### config.mk
export PLATFORM = sky130hd
export DESIGN_NAME = multicycle_control
export DESIGN_NICKNAME = d
export VERILOG_FILES = /design/src/rtl/multicycle_control.sv
export SDC_FILE = /design/constraint.sdc
export NUM_CORES = 1
export LEC_CHECK = 0
export BUFFER_PORTS_ARGS = -buffer_cell sky130_fd_sc_hd__buf_2
export CORE_MARGIN = 4
export CORE_UTILIZATION = 30
export CTS_CLUSTER_DIAMETER = 50
export DETAILED_ROUTE_END_ITERATION = 10
export PLACE_DENSITY_LB_ADDON = 0.3
export SYNTH_ARGS = -nofsm -noshare
export SYNTH_HDL_FRONTEND = slang
export SYNTH_SLANG_ARGS = --single-unit
### constraint.sdc
create_clock -name clk -period 1.7 [get_ports clk]
set_input_delay 0.085 -clock clk [delete_from_list [all_inputs] [get_ports clk]]
set_output_delay 0.085 -clock clk [all_outputs]
set_load 0.03 [all_outputs]
### src/rtl/multicycle_control.sv
// multicycle_control
//   Control unit for a multicycle RV32I datapath. A Moore FSM walks each
//   instruction through fetch, decode, execute, memory and writeback. Every
//   datapath select and write enable is decoded from the current state, with
//   the ALU operation refined by funct3/funct7b5 and the PC enable by `zero`.
//   ImmSrc is decoded from `op` alone, so the downstream sign extender has a
//   valid immediate from the DECODE cycle onward.
//
// Ports
//   clk        in   clock, rising edge
//   reset      in   synchronous, active-high; next state FETCH, enables low
//   op         in   [6:0] instr[6:0]
//   funct3     in   [2:0] instr[14:12]
//   funct7b5   in   instr[30]
//   zero       in   ALU zero flag (branch condition)
//   PCWrite    out  PC enable
//   AdrSrc     out  memory address select (0 PC, 1 ALUOut)
//   MemWrite   out  data memory write enable
//   IRWrite    out  IR / OldPC enable
//   RegWrite   out  register file write enable
//   ResultSrc  out  [1:0] 00 ALUOut, 01 Data, 10 ALUResult, 11 ImmExt
//   ALUSrcA    out  [1:0] 00 PC, 01 OldPC, 10 rs1
//   ALUSrcB    out  [1:0] 00 rs2, 01 ImmExt, 10 constant 4
//   ALUControl out  [2:0] 000 add, 001 sub, 010 and, 011 or, 101 slt
//   ImmSrc     out  [1:0] 00 I, 01 S, 10 B, 11 U
//   illegal    out  high while trapped on an unsupported opcode
`timescale 1ns/1ps
module multicycle_control (
    input  logic       clk,
    input  logic       reset,
    input  logic [6:0] op,
    input  logic [2:0] funct3,
    input  logic       funct7b5,
    input  logic       zero,
    output logic       PCWrite,
    output logic       AdrSrc,
    output logic       MemWrite,
    output logic       IRWrite,
    output logic       RegWrite,
    output logic [1:0] ResultSrc,
    output logic [1:0] ALUSrcA,
    output logic [1:0] ALUSrcB,
    output logic [2:0] ALUControl,
    output logic [1:0] ImmSrc,
    output logic       illegal
);

    localparam logic [6:0] OP_LW   = 7'b0000011;
    localparam logic [6:0] OP_SW   = 7'b0100011;
    localparam logic [6:0] OP_R    = 7'b0110011;
    localparam logic [6:0] OP_IALU = 7'b0010011;
    localparam logic [6:0] OP_BEQ  = 7'b1100011;
    localparam logic [6:0] OP_LUI  = 7'b0110111;

    typedef enum logic [3:0] {
        FETCH    = 4'd0,
        DECODE   = 4'd1,
        MEMADR   = 4'd2,
        MEMREAD  = 4'd3,
        MEMWB    = 4'd4,
        MEMWRITE = 4'd5,
        EXECR    = 4'd6,
        EXECI    = 4'd7,
        ALUWB    = 4'd8,
        BEQ      = 4'd9,
        LUI      = 4'd10,
        TRAP     = 4'd11
    } state_t;

    state_t     state;
    state_t     state_next;

    // Raw per-state controls, before reset gating and branch combining.
    logic       pc_update;
    logic       branch;
    logic       mem_write;
    logic       ir_write;
    logic       reg_write;
    logic [1:0] alu_op;

    always_ff @(posedge clk) begin
        if (reset) begin
            state <= FETCH;
        end else begin
            state <= state_next;
        end
    end

    always_comb begin
        state_next = state;
        pc_update  = 1'b0;
        branch     = 1'b0;
        mem_write  = 1'b0;
        ir_write   = 1'b0;
        reg_write  = 1'b0;
        alu_op     = 2'b00;
        AdrSrc     = 1'b0;
        ResultSrc  = 2'b00;
        ALUSrcA    = 2'b00;
        ALUSrcB    = 2'b00;
        illegal    = 1'b0;

        case (state)
            FETCH: begin
                ir_write   = 1'b1;
                pc_update  = 1'b1;
                ALUSrcB    = 2'b10;
                ResultSrc  = 2'b10;
                state_next = DECODE;
            end
            DECODE: begin
                // OldPC + ImmExt: branch target parked in ALUOut for BEQ.
                ALUSrcA = 2'b01;
                ALUSrcB = 2'b01;
                case (op)
                    OP_LW, OP_SW: state_next = MEMADR;
                    OP_R:         state_next = EXECR;
                    OP_IALU:      state_next = EXECI;
                    OP_BEQ:       state_next = BEQ;
                    OP_LUI:       state_next = LUI;
                    default:      state_next = TRAP;
                endcase
            end
            MEMADR: begin
                ALUSrcA    = 2'b10;
                ALUSrcB    = 2'b01;
                // Only lw/sw reach this state; op is held stable by the IR.
                state_next = (op == OP_LW) ? MEMREAD : MEMWRITE;
            end
            MEMREAD: begin
                AdrSrc     = 1'b1;
                state_next = MEMWB;
            end
            MEMWB: begin
                ResultSrc  = 2'b01;
                reg_write  = 1'b1;
                state_next = FETCH;
            end
            MEMWRITE: begin
                AdrSrc     = 1'b1;
                mem_write  = 1'b1;
                state_next = FETCH;
            end
            EXECR: begin
                ALUSrcA    = 2'b10;
                alu_op     = 2'b10;
                state_next = ALUWB;
            end
            EXECI: begin
                ALUSrcA    = 2'b10;
                ALUSrcB    = 2'b01;
                alu_op     = 2'b10;
                state_next = ALUWB;
            end
            ALUWB: begin
                reg_write  = 1'b1;
                state_next = FETCH;
            end
            BEQ: begin
                // Compare rs1 - rs2; PC takes ALUOut (target) if equal.
                ALUSrcA    = 2'b10;
                alu_op     = 2'b01;
                branch     = 1'b1;
                state_next = FETCH;
            end
            LUI: begin
                ResultSrc  = 2'b11;
                reg_write  = 1'b1;
                state_next = FETCH;
            end
            TRAP: begin
                illegal    = 1'b1;
                state_next = TRAP;
            end
            default: begin
                // Unused encodings recover through FETCH.
                state_next = FETCH;
            end
        endcase
    end

    // ALU decoder.
    always_comb begin
        ALUControl = 3'b000;
        case (alu_op)
            2'b00: ALUControl = 3'b000;
            2'b01: ALUControl = 3'b001;
            2'b10: begin
                case (funct3)
                    // instr[30] only means sub for R-type; addi ignores it.
                    3'b000:  ALUControl = (op[5] & funct7b5) ? 3'b001 : 3'b000;
                    3'b010:  ALUControl = 3'b101;
                    3'b110:  ALUControl = 3'b011;
                    3'b111:  ALUControl = 3'b010;
                    default: ALUControl = 3'b000;
                endcase
            end
            default: ALUControl = 3'b000;
        endcase
    end

    // Immediate type depends on op only, so it is ready during DECODE.
    always_comb begin
        ImmSrc = 2'b00;
        case (op)
            OP_LW, OP_IALU: ImmSrc = 2'b00;
            OP_SW:          ImmSrc = 2'b01;
            OP_BEQ:         ImmSrc = 2'b10;
            OP_LUI:         ImmSrc = 2'b11;
            default:        ImmSrc = 2'b00;
        endcase
    end

    // Write enables are suppressed in the same cycle reset is asserted.
    assign PCWrite  = ~reset & (pc_update | (branch & zero));
    assign MemWrite = ~reset & mem_write;
    assign IRWrite  = ~reset & ir_write;
    assign RegWrite = ~reset & reg_write;

endmodule

==> flow_metrics.tcl, run 1 <==
set metrics [dict create \
    synth_most_common_cell "a21oi_1" \
    fp-row-count 15 \
    grt_pass1_vias 693 \
    ir_worst_vdd_uv 554 \
    cpPeakStageDelay_ns 0.35 \
    r2r_slack_ns 0.23 \
    synth-seq-area-share_pct 14.9 \
    ys_warn_count 0 \
    synthTopCellsByCount "7 x a21oi_1, 6 x inv_1, 6 x nor2_1" \
    dp_cells 137 \
    gp_congestion 0.748 \
    grt_usage_pct 14.1 \
    overflow 0 \
    worst_setup_path_start_kind "register" \
    required_ns 1.62 \
    drc 0 \
    cts_hold_buf 0 \
    drive_above_1_share_pct 50.8 \
    dieArea_sq_um 2530 \
    drt-total-wl_mm 1.90 \
    grt_most_used_layer "met2" \
    grt_max_degree 15 \
    hold_viol 0 \
    area_growth_pct 66.0 \
    min_to "state[2]$_SDFF_PP0_" \
    r2r-end "state[0]$_SDFF_PP0_" \
    syn_inst 81 \
    finalMaxSlewViolations 0 \
    cts_tree "built" \
    die_h_um 50.3 \
    synth_edf_count 0 \
    cp_max_fo 3 \
    ant_nets 0 \
    instances_no_fill 143 \
    max_freq_ghz 0.613 \
    die-width_um 50.3 \
    r2r_cells 4 \
    synth_ff_type "dfxtp_1" \
    hold_path.class "in2reg" \
    via_per_inst 5.25 \
    synth_area_leader_cell "dfxtp_1" \
    hpwl_mm 1.27 \
    met3_usage_pct 4.45 \
    met1_usage_pct 16.5 \
    synth-seq-cells 4 \
    crit_chain "nor2b_4, nand2_4, inv_1, ha_2, nand2_2, nor4_4, buf_6" \
    worst_slew_pin_slew_ns 0.212 \
    min_period_ns 1.63 \
    hold_depth 2 \
    start_util_pct 31.4 \
    regMostFlops "state" \
    cellLeakagePower_nw 0.413 \
    diodes 0 \
    powerDensity_nw_per_um2 1480 \
    crit_type "reg2out" \
    worstReg2RegStart "state[0]$_SDFF_PP0_" \
    nets 136 \
    numCtsBuffers 3 \
    wl_per_cell_um 13.3 \
    clock_latency_ns 0.24 \
    clockBufferDepth 2 \
    synth.avg_cell_area_sq_um 6.63 \
    crit_buf_inv 2 \
    critical_path_arrival_ns 1.55 \
    antenna_found_initial 0 \
    cpLargestDelayFamily "simple AND/OR/NAND/NOR gates" \
    synth.top_cell.area_share_pct 14.9 \
    synth_area_leaders "dfxtp_1 15%, nand3b_1 7.0%, a21oi_1 6.5%, nand2b_1 5.8%, ha_1 4.7%" \
    path_clk_slew_ns 0.04 \
    setup_viol_count_final 0 \
    top_regs "state x4" \
    num_vias 751 \
    drt_iter0_drc 14 \
    hold_path_startpoint "reset" \
    whs_ns 0.117 \
    post-route-util_pct 52.2 \
    ioPinCount 31 \
    grt_pass1_wl_mm 2.86 \
    cp_slowest_cell "dfxtp_2" \
    drv_cap 0 \
    skew_ns 0.00502 \
    largest_reg_flops 4 \
    clockRootBuffer "clkbuf_4" \
    io_buffer_count 30 \
    slew_headroom_pct 85.8 \
    synth_cell_types 29 \
    clock-sinks 4 \
    fin_crit_sh_pct 95.9 \
    grt_use_met2_pct 25.9 \
    outcome "completed" \
    end_kind "primary output" \
    core_area_sq_um 1710 \
    htree_levels 1 \
    syn_nets 97 \
    rsz0062_at_grt "true" \
    synth_area_sq_um 537 \
    async_reset_ff_share_pct 0 \
    first_pass_iters 4 \
]
## metal layers
| metal | share of wire (%) | routed length [um] |
|---|---|---|
| met4 | 0 | 0 |
| met5 | 0 | 0 |
| met2 | 54 | 1020 |
| met1 | 40 | 754 |
| met3 | 6.5 | 124 |
## cells by family after synthesis
kind of cell               Yosys count  synth area share (%)
adders and majority gates            2                  4.66
and+or+nand+nor                     43                  46.4
buffers and inverters               11                  8.62
AOI/OAI and AO/OA                   18                  20.5
xor gates and xnor gates             3                  4.90
DFF                                  4                  14.9
## cells in the final DEF (no fill, tap or decap), drive strengths merged, types with 4 or more instances in the layout
| cell type | Yosys | routed |
|---|---|---|
| nand3b | 5 | 5 |
| nor4 | 4 | 4 |
| nor3 | 5 | 5 |
| a21oi | 7 | 7 |
| nand2 | 5 | 5 |
| nor2 | 6 | 6 |
| nand2b | 5 | 5 |
| inv | 6 | 6 |
| buf | 2 | 39 |
| dfxtp | 4 | 4 |
## per-stage QoR
step / setup slack (ns) / setup TNS [ns] / area (sq um) / power (mW)
6_report: 0.0700 / 0 / 891 / 1.32
5_1_grt: -0.0261 / -0.0287 / 891 / 1.41
4_1_cts: 0.00858 / 0 / 817 / 1.19
3_5_place_dp: 0.169 / 0 / 768 / 1.03
3_3_place_gp: 0.189 / 0 / 768 / 1.03
2_1_floorplan: -0.100 / -0.174 / 566 / 0.778
## how the worst max path moves through the flow
| stage | cells after the start | start | end |
|---|---|---|---|
| floorplan | 6 | state[2]$_SDFF_PP0_ | PCWrite |
| global placement | 5 | op[2] | state[1]$_SDFF_PP0_ |
| detailed placement | 5 | op[2] | state[1]$_SDFF_PP0_ |
| CTS | 7 | state[1]$_SDFF_PP0_ | ALUControl[2] |
| global route | 7 | state[2]$_SDFF_PP0_ | ALUControl[2] |
| finish | 7 | state[2]$_SDFF_PP0_ | ALUControl[2] |
## power breakdown
part / total [mW] / switching, mW / internal [mW]
sequential: 0.176 / 0.0451 / 0.130
clock: 0.126 / 0.0468 / 0.0795
combinational: 1.02 / 0.639 / 0.380
total: 1.32 / 0.731 / 0.590
## final cells by class
class                   instances  area [sq um]
repair buffers                 39           228
multi-input cells              66           503
well taps                      25          31.3
inverters                       6          22.5
flip-flops and latches          4          83.8
fillers                       165           817
clock buffers                   3          22.5
## what timing repair did
action,in CTS,in global routing
endpoints found under the setup margin,3,4
buffers inserted,0,3
gates resized for setup,6,13
pin swaps,1,3
endpoints found under the hold margin,0,0
Power figures use the tool's default switching activity.
==> inputs of run 2 (changes only) <==
--- a/constraint.sdc
+++ b/constraint.sdc
@@ -3,2 +3,2 @@
 set_output_delay 0.085 -clock clk [all_outputs]
-set_load 0.03 [all_outputs]
+set_load 0.05 [all_outputs]
==> run 2 against run 1 <==
Net effect:
- sequential power fell by 3%
- worst setup slack got worse by 0.026 ns
- design area rose by 6.9%
- non-clock buffer count rose by 3
- clock power fell by 8%
- worst hold slack improved by 0.055 ns
- total power rose by 13%
- register-to-register slack barely moved
==> flow_metrics.tcl, run 2 (same netlist as run 1, synthesis figures left out) <==
set metrics [dict create \
    drive_above_1_share_pct 57.9 \
    grt_pass1_vias 708 \
    die-width_um 50.3 \
    setup_viol_count_final 0 \
    grt_usage_pct 14.8 \
    dieArea_sq_um 2530 \
    worst_slew_pin_slew_ns 0.282 \
    r2r_cells 4 \
    fin_setup_tns_ns 0 \
    ir_worst_vdd_uv 819 \
    fp-row-count 15 \
    regMostFlops "state" \
    slew_headroom_pct 81.0 \
    grt_max_degree 15 \
    drv_cap 0 \
    ant_nets 0 \
    required_ns 1.62 \
    io_buffer_count 30 \
    gp_congestion 0.749 \
    cpPeakStageDelay_ns 0.33 \
    diodes 0 \
    crit_chain "nor2b_4, nand2_2, inv_2, ha_4, nand2_4, nor4_4, buf_6" \
    clock_latency_ns 0.23 \
    drt-total-wl_mm 1.87 \
    area_growth_pct 77.4 \
    r2r-end "state[1]$_SDFF_PP0_" \
    via_per_inst 5.17 \
    min_period_ns 1.66 \
    wl_per_cell_um 12.8 \
    grt_pass1_wl_mm 2.95 \
    num_vias 755 \
    hold_viol 0 \
    rsz0062_at_grt "true" \
    drt_iter0_drc 10 \
    die_h_um 50.3 \
    cellLeakagePower_nw 0.423 \
    cts_hold_buf 0 \
    clock-sinks 4 \
    r2r_slack_ns 0.22 \
    max_freq_ghz 0.604 \
    nets 139 \
    final_cell_mix "27 x buf_2, 14 x buf_4, 7 x a21oi_1, 5 x inv_1, 5 x nand3b_1" \
    first_pass_iters 4 \
    cp_max_fo 3 \
    clockRootBuffer "clkbuf_4" \
    ioPinCount 31 \
    critPathLaunch "state[2]$_SDFF_PP0_" \
    worst_setup_path_start_kind "register" \
    hpwl_mm 1.37 \
    start_util_pct 31.4 \
    numCtsBuffers 3 \
    finalMaxSlewViolations 0 \
    largest_reg_flops 4 \
    worstReg2RegStart "state[2]$_SDFF_PP0_" \
    overflow 0 \
    htree_levels 1 \
    antenna_found_initial 0 \
    final_common_cell "buf_2" \
    fin_crit_sh_pct 97.4 \
    critical_path_arrival_ns 1.57 \
    end_kind "primary output" \
    skew_ns 0.00112 \
    drc 0 \
    path_clk_slew_ns 0.03 \
    cp_slowest_cell "dfxtp_2" \
    post-route-util_pct 55.8 \
    crit_type "reg2out" \
    clockBufferDepth 2 \
    cts_tree "built" \
    outcome "completed" \
    crit_end "ALUControl[2]" \
    powerDensity_nw_per_um2 1560 \
    top_regs "state x4" \
    hold_path.class "in2reg" \
    core_area_sq_um 1710 \
]
[run 2: cell count changes in the layout (fill, tap and decap cells not counted), sizes merged]
cell	before	now
buf	39	42
[run 2: metrics by stage]
| stage | setup slack (ns) | instances | power (mW) | hold WS (ns) | instance area, sq um |
|---|---|---|---|---|---|
| after global routing | -0.0451 | 146 | 1.58 | 0.182 | 952 |
| after floorplan | -0.286 | 81 | 1.02 | 0.164 | 606 |
| after CTS | 0.0253 | 144 | 1.45 | 0.154 | 908 |
| after detailed placement | 0.101 | 139 | 1.28 | 0.405 | 822 |
| final | 0.0435 | 146 | 1.49 | 0.171 | 952 |
| after global placement | 0.131 | 139 | 1.27 | 0.403 | 822 |
[run 2: per-layer routing]
| metal | up-vias | part of all wire [%] | track usage (%) |
|---|---|---|---|
| li1 | 372 | - | - |
| met5 | - | 0 | 0 |
| met4 | 0 | 2.0 | 6.73 |
| met3 | 4 | 6.9 | 1.48 |
| met2 | 26 | 52 | 29.1 |
| met1 | 353 | 39 | 15.4 |
[run 2: power breakdown]
group	switching, mW	total (mW)	internal [mW]
registers	0.0409	0.171	0.131
clock network	0.0376	0.116	0.0789
logic	0.814	1.20	0.387
[run 2: layout make-up]
type                    instances  area, sq um
clock buffers                   3         22.5
inverters                       6         22.5
well taps                      25         31.3
repair buffers                 42          251
flip-flops and latches          4         83.8
multi-input cells              66          541
fillers                       175          756
[run 2: what timing repair did]
action,CTS,global route
pin swaps,2,4
resized for setup,12,7
setup buffers,2,3
endpoints found under the setup margin,4,5
[run 2: how the worst min path moves through the flow]
stage	slack [ns]	startpoint	depth (start not counted)	end
3_3_place_gp	0.40	reset	2	state[2]$_SDFF_PP0_
5_1_grt	0.18	reset	2	state[2]$_SDFF_PP0_
3_5_place_dp	0.40	reset	2	state[2]$_SDFF_PP0_
4_1_cts	0.15	reset	2	state[2]$_SDFF_PP0_
6_report	0.17	reset	2	state[2]$_SDFF_PP0_
2_1_floorplan	0.16	reset	1	state[2]$_SDFF_PP0_
[run 2: critical path, delay by kind of cell (launching register included)]
family	cells	cell delay, ns
adder cells (fa/ha/maj)	1	0.14
buffers and inverters	2	0.27
flip-flops	1	0.33
AND/OR/NAND/NOR	4	0.58
==> inputs of run 3 (changes only) <==
Settings changed: CORE_MARGIN 4 to 2, SLEW_MARGIN from default to 10.
==> run 3 against run 2 <==
Net effect:
- die area shrank 15%
- critical path depth up 1
- total power shrank 1.0%
- utilization increased by 0.15 points
- first-iteration DRC count unchanged
- design area is 0.26% higher
- critical path type unchanged
- critical endpoint unchanged
==> flow_metrics.tcl, run 3 (same netlist as run 1, synthesis figures left out) <==
set metrics [dict create \
    cellLeakagePower_nw 0.422 \
    io_buffer_count 30 \
    crit_end "ALUControl[2]" \
    hold_viol 0 \
    intPower_mw 0.587 \
    top_regs "state x4" \
    worst_setup_path_start_kind "register" \
    clock_latency_ns 0.23 \
    instances_no_fill 146 \
    largest_reg_flops 4 \
    gp_congestion 0.820 \
    powerDensity_nw_per_um2 1540 \
    crit_type "reg2out" \
    rsz0062_at_grt "true" \
    fp-row-count 15 \
    netSwitchingFraction_pct 60.1 \
    fill_cells 164 \
    r2r_slack_ns 0.14 \
    r2r-end "state[1]$_SDFF_PP0_" \
    grt_pass1_vias 653 \
    first_pass_iters 4 \
    ant_nets 0 \
    hold_path.class "in2reg" \
    cts_hold_buf 0 \
    final_cell_mix "25 x buf_2, 14 x buf_4, 7 x a21oi_1, 5 x inv_1, 5 x nand3b_1" \
    cp_max_fo 3 \
    start_util_pct 31.4 \
    worst_slew_pin_slew_ns 0.237 \
    die_h_um 46.3 \
    diodes 0 \
    cts_tree "built" \
    clockBufferDepth 2 \
    post-route-util_pct 55.9 \
    dp_cells 139 \
    clkPwrFrac_pct 7.9 \
    finalMaxSlewViolations 0 \
    htree_levels 1 \
    ioPinCount 31 \
    hpwl_mm 1.29 \
    critPathLaunch "state[2]$_SDFF_PP0_" \
    comb_power_share_pct 80.9 \
    numCtsBuffers 3 \
    max_freq_ghz 0.595 \
    seq_power_share_pct 11.2 \
    clockRootBuffer "clkbuf_4" \
    skew_ns 0.000245 \
    drive_above_1_share_pct 57.0 \
    nets 139 \
    regMostFlops "state" \
    cpPeakStageDelay_ns 0.33 \
    cp_slowest_cell "dfxtp_2" \
    wl_per_cell_um 11.5 \
    r2r_cells 4 \
    drt-total-wl_mm 1.68 \
    multi_input_area_sq_um 533 \
    fin_crit_sh_pct 98.9 \
    register_area_sq_um 82.6 \
    required_ns 1.62 \
    grt_pass1_wl_mm 2.70 \
    area_growth_pct 77.9 \
    core_area_sq_um 1710 \
    antenna_found_initial 0 \
    drv_cap 0 \
    worstReg2RegStart "state[2]$_SDFF_PP0_" \
    drt_iter0_drc 10 \
    dieArea_sq_um 2140 \
    die-width_um 46.3 \
    via_per_inst 4.90 \
    grt_max_degree 15 \
    end_kind "primary output" \
    path_clk_slew_ns 0.04 \
    crit_top_cell "buf_6" \
    grt_usage_pct 17.1 \
    p_sw_mw 0.885 \
    crit_chain "nor2b_4, nand2_2, buf_6, inv_4, ha_4, nand2_4, nor4_4, buf_6" \
    final_common_cell "buf_2" \
    critical_path_arrival_ns 1.60 \
    min_period_ns 1.68 \
    ir_worst_vdd_uv 771 \
    power_mw 1.47 \
    clock-sinks 4 \
    setup_viol_count_final 0 \
    overflow 0 \
    num_vias 715 \
    slew_headroom_pct 84.0 \
    outcome "completed" \
    drc 0 \
]
[run 3: cell types whose count changed in the layout (fill, tap and decap cells not counted)]
cell      before  now
nand2b_4       2    1
buf_2         27   25
inv_4          0    1
dfxtp_1        1    2
buf_6          1    2
or2_2          0    1
nand2b_2       0    1
clkbuf_4       3    4
inv_2          1    0
or2_4          1    0
dfxtp_2        3    2
[run 3: repair_timing]
item	4_1_cts	5_1_grt
gates cloned	0	0
endpoints found under the setup margin	4	5
pin swaps	0	3
buffers inserted	0	4
gates resized for setup	12	10
[run 3: worst min-delay path by stage]
| stage | depth (start not counted) | from | end |
|---|---|---|---|
| floorplan | 1 | reset | state[2]$_SDFF_PP0_ |
| global placement | 2 | reset | state[2]$_SDFF_PP0_ |
| detailed placement | 2 | reset | state[2]$_SDFF_PP0_ |
| CTS | 2 | reset | state[2]$_SDFF_PP0_ |
| global route | 2 | reset | state[2]$_SDFF_PP0_ |
| finish | 2 | reset | state[2]$_SDFF_PP0_ |
[run 3: power groups by stage]
stage	Combinational (mW)	Sequential, mW	Clock (mW)
floorplan	0.868	0.152	0
global route	1.27	0.169	0.126
finish	1.19	0.165	0.116
global placement	1.12	0.150	0
detailed placement	1.13	0.151	0
CTS	1.16	0.156	0.122
[run 3: final cells by class]
| type | instances | share of cell area, % |
|---|---|---|
| inverters | 6 | 2.62 |
| flip-flops and latches | 4 | 8.65 |
| clock buffers | 3 | 2.36 |
| well taps | 25 | 3.28 |
| repair buffers | 42 | 27.3 |
| multi-input cells | 66 | 55.8 |
[run 3: through the flow]
step | hold slack (ns) | cell area [sq um] | TNS [ns] | setup slack, ns
floorplan | 0.164 | 606 | -0.637 | -0.286
global placement | 0.402 | 822 | 0 | 0.132
detailed placement | 0.400 | 822 | 0 | 0.0981
CTS | 0.144 | 888 | -0.00935 | -0.00935
global route | 0.162 | 955 | -0.135 | -0.0670
finish | 0.158 | 955 | 0 | 0.0183
[run 3: per-layer routing]
metal	up-vias	part of all wire [%]	wire length, um	global-route usage (%)
li1	376	-	-	-
met1	317	45	751	18.6
met2	22	51	857	34.2
met3	0	4.3	73	0
met4	0	0	0	6.86
met5	-	0	0	0
[run 3: worst max-delay path: cells and delay by family, from the launching register on]
family	cells	cell delay (ns)
flip-flops	1	0.33
buffers and inverters	3	0.36
AND/OR/NAND/NOR	4	0.55
adder cells (fa/ha/maj)	1	0.13
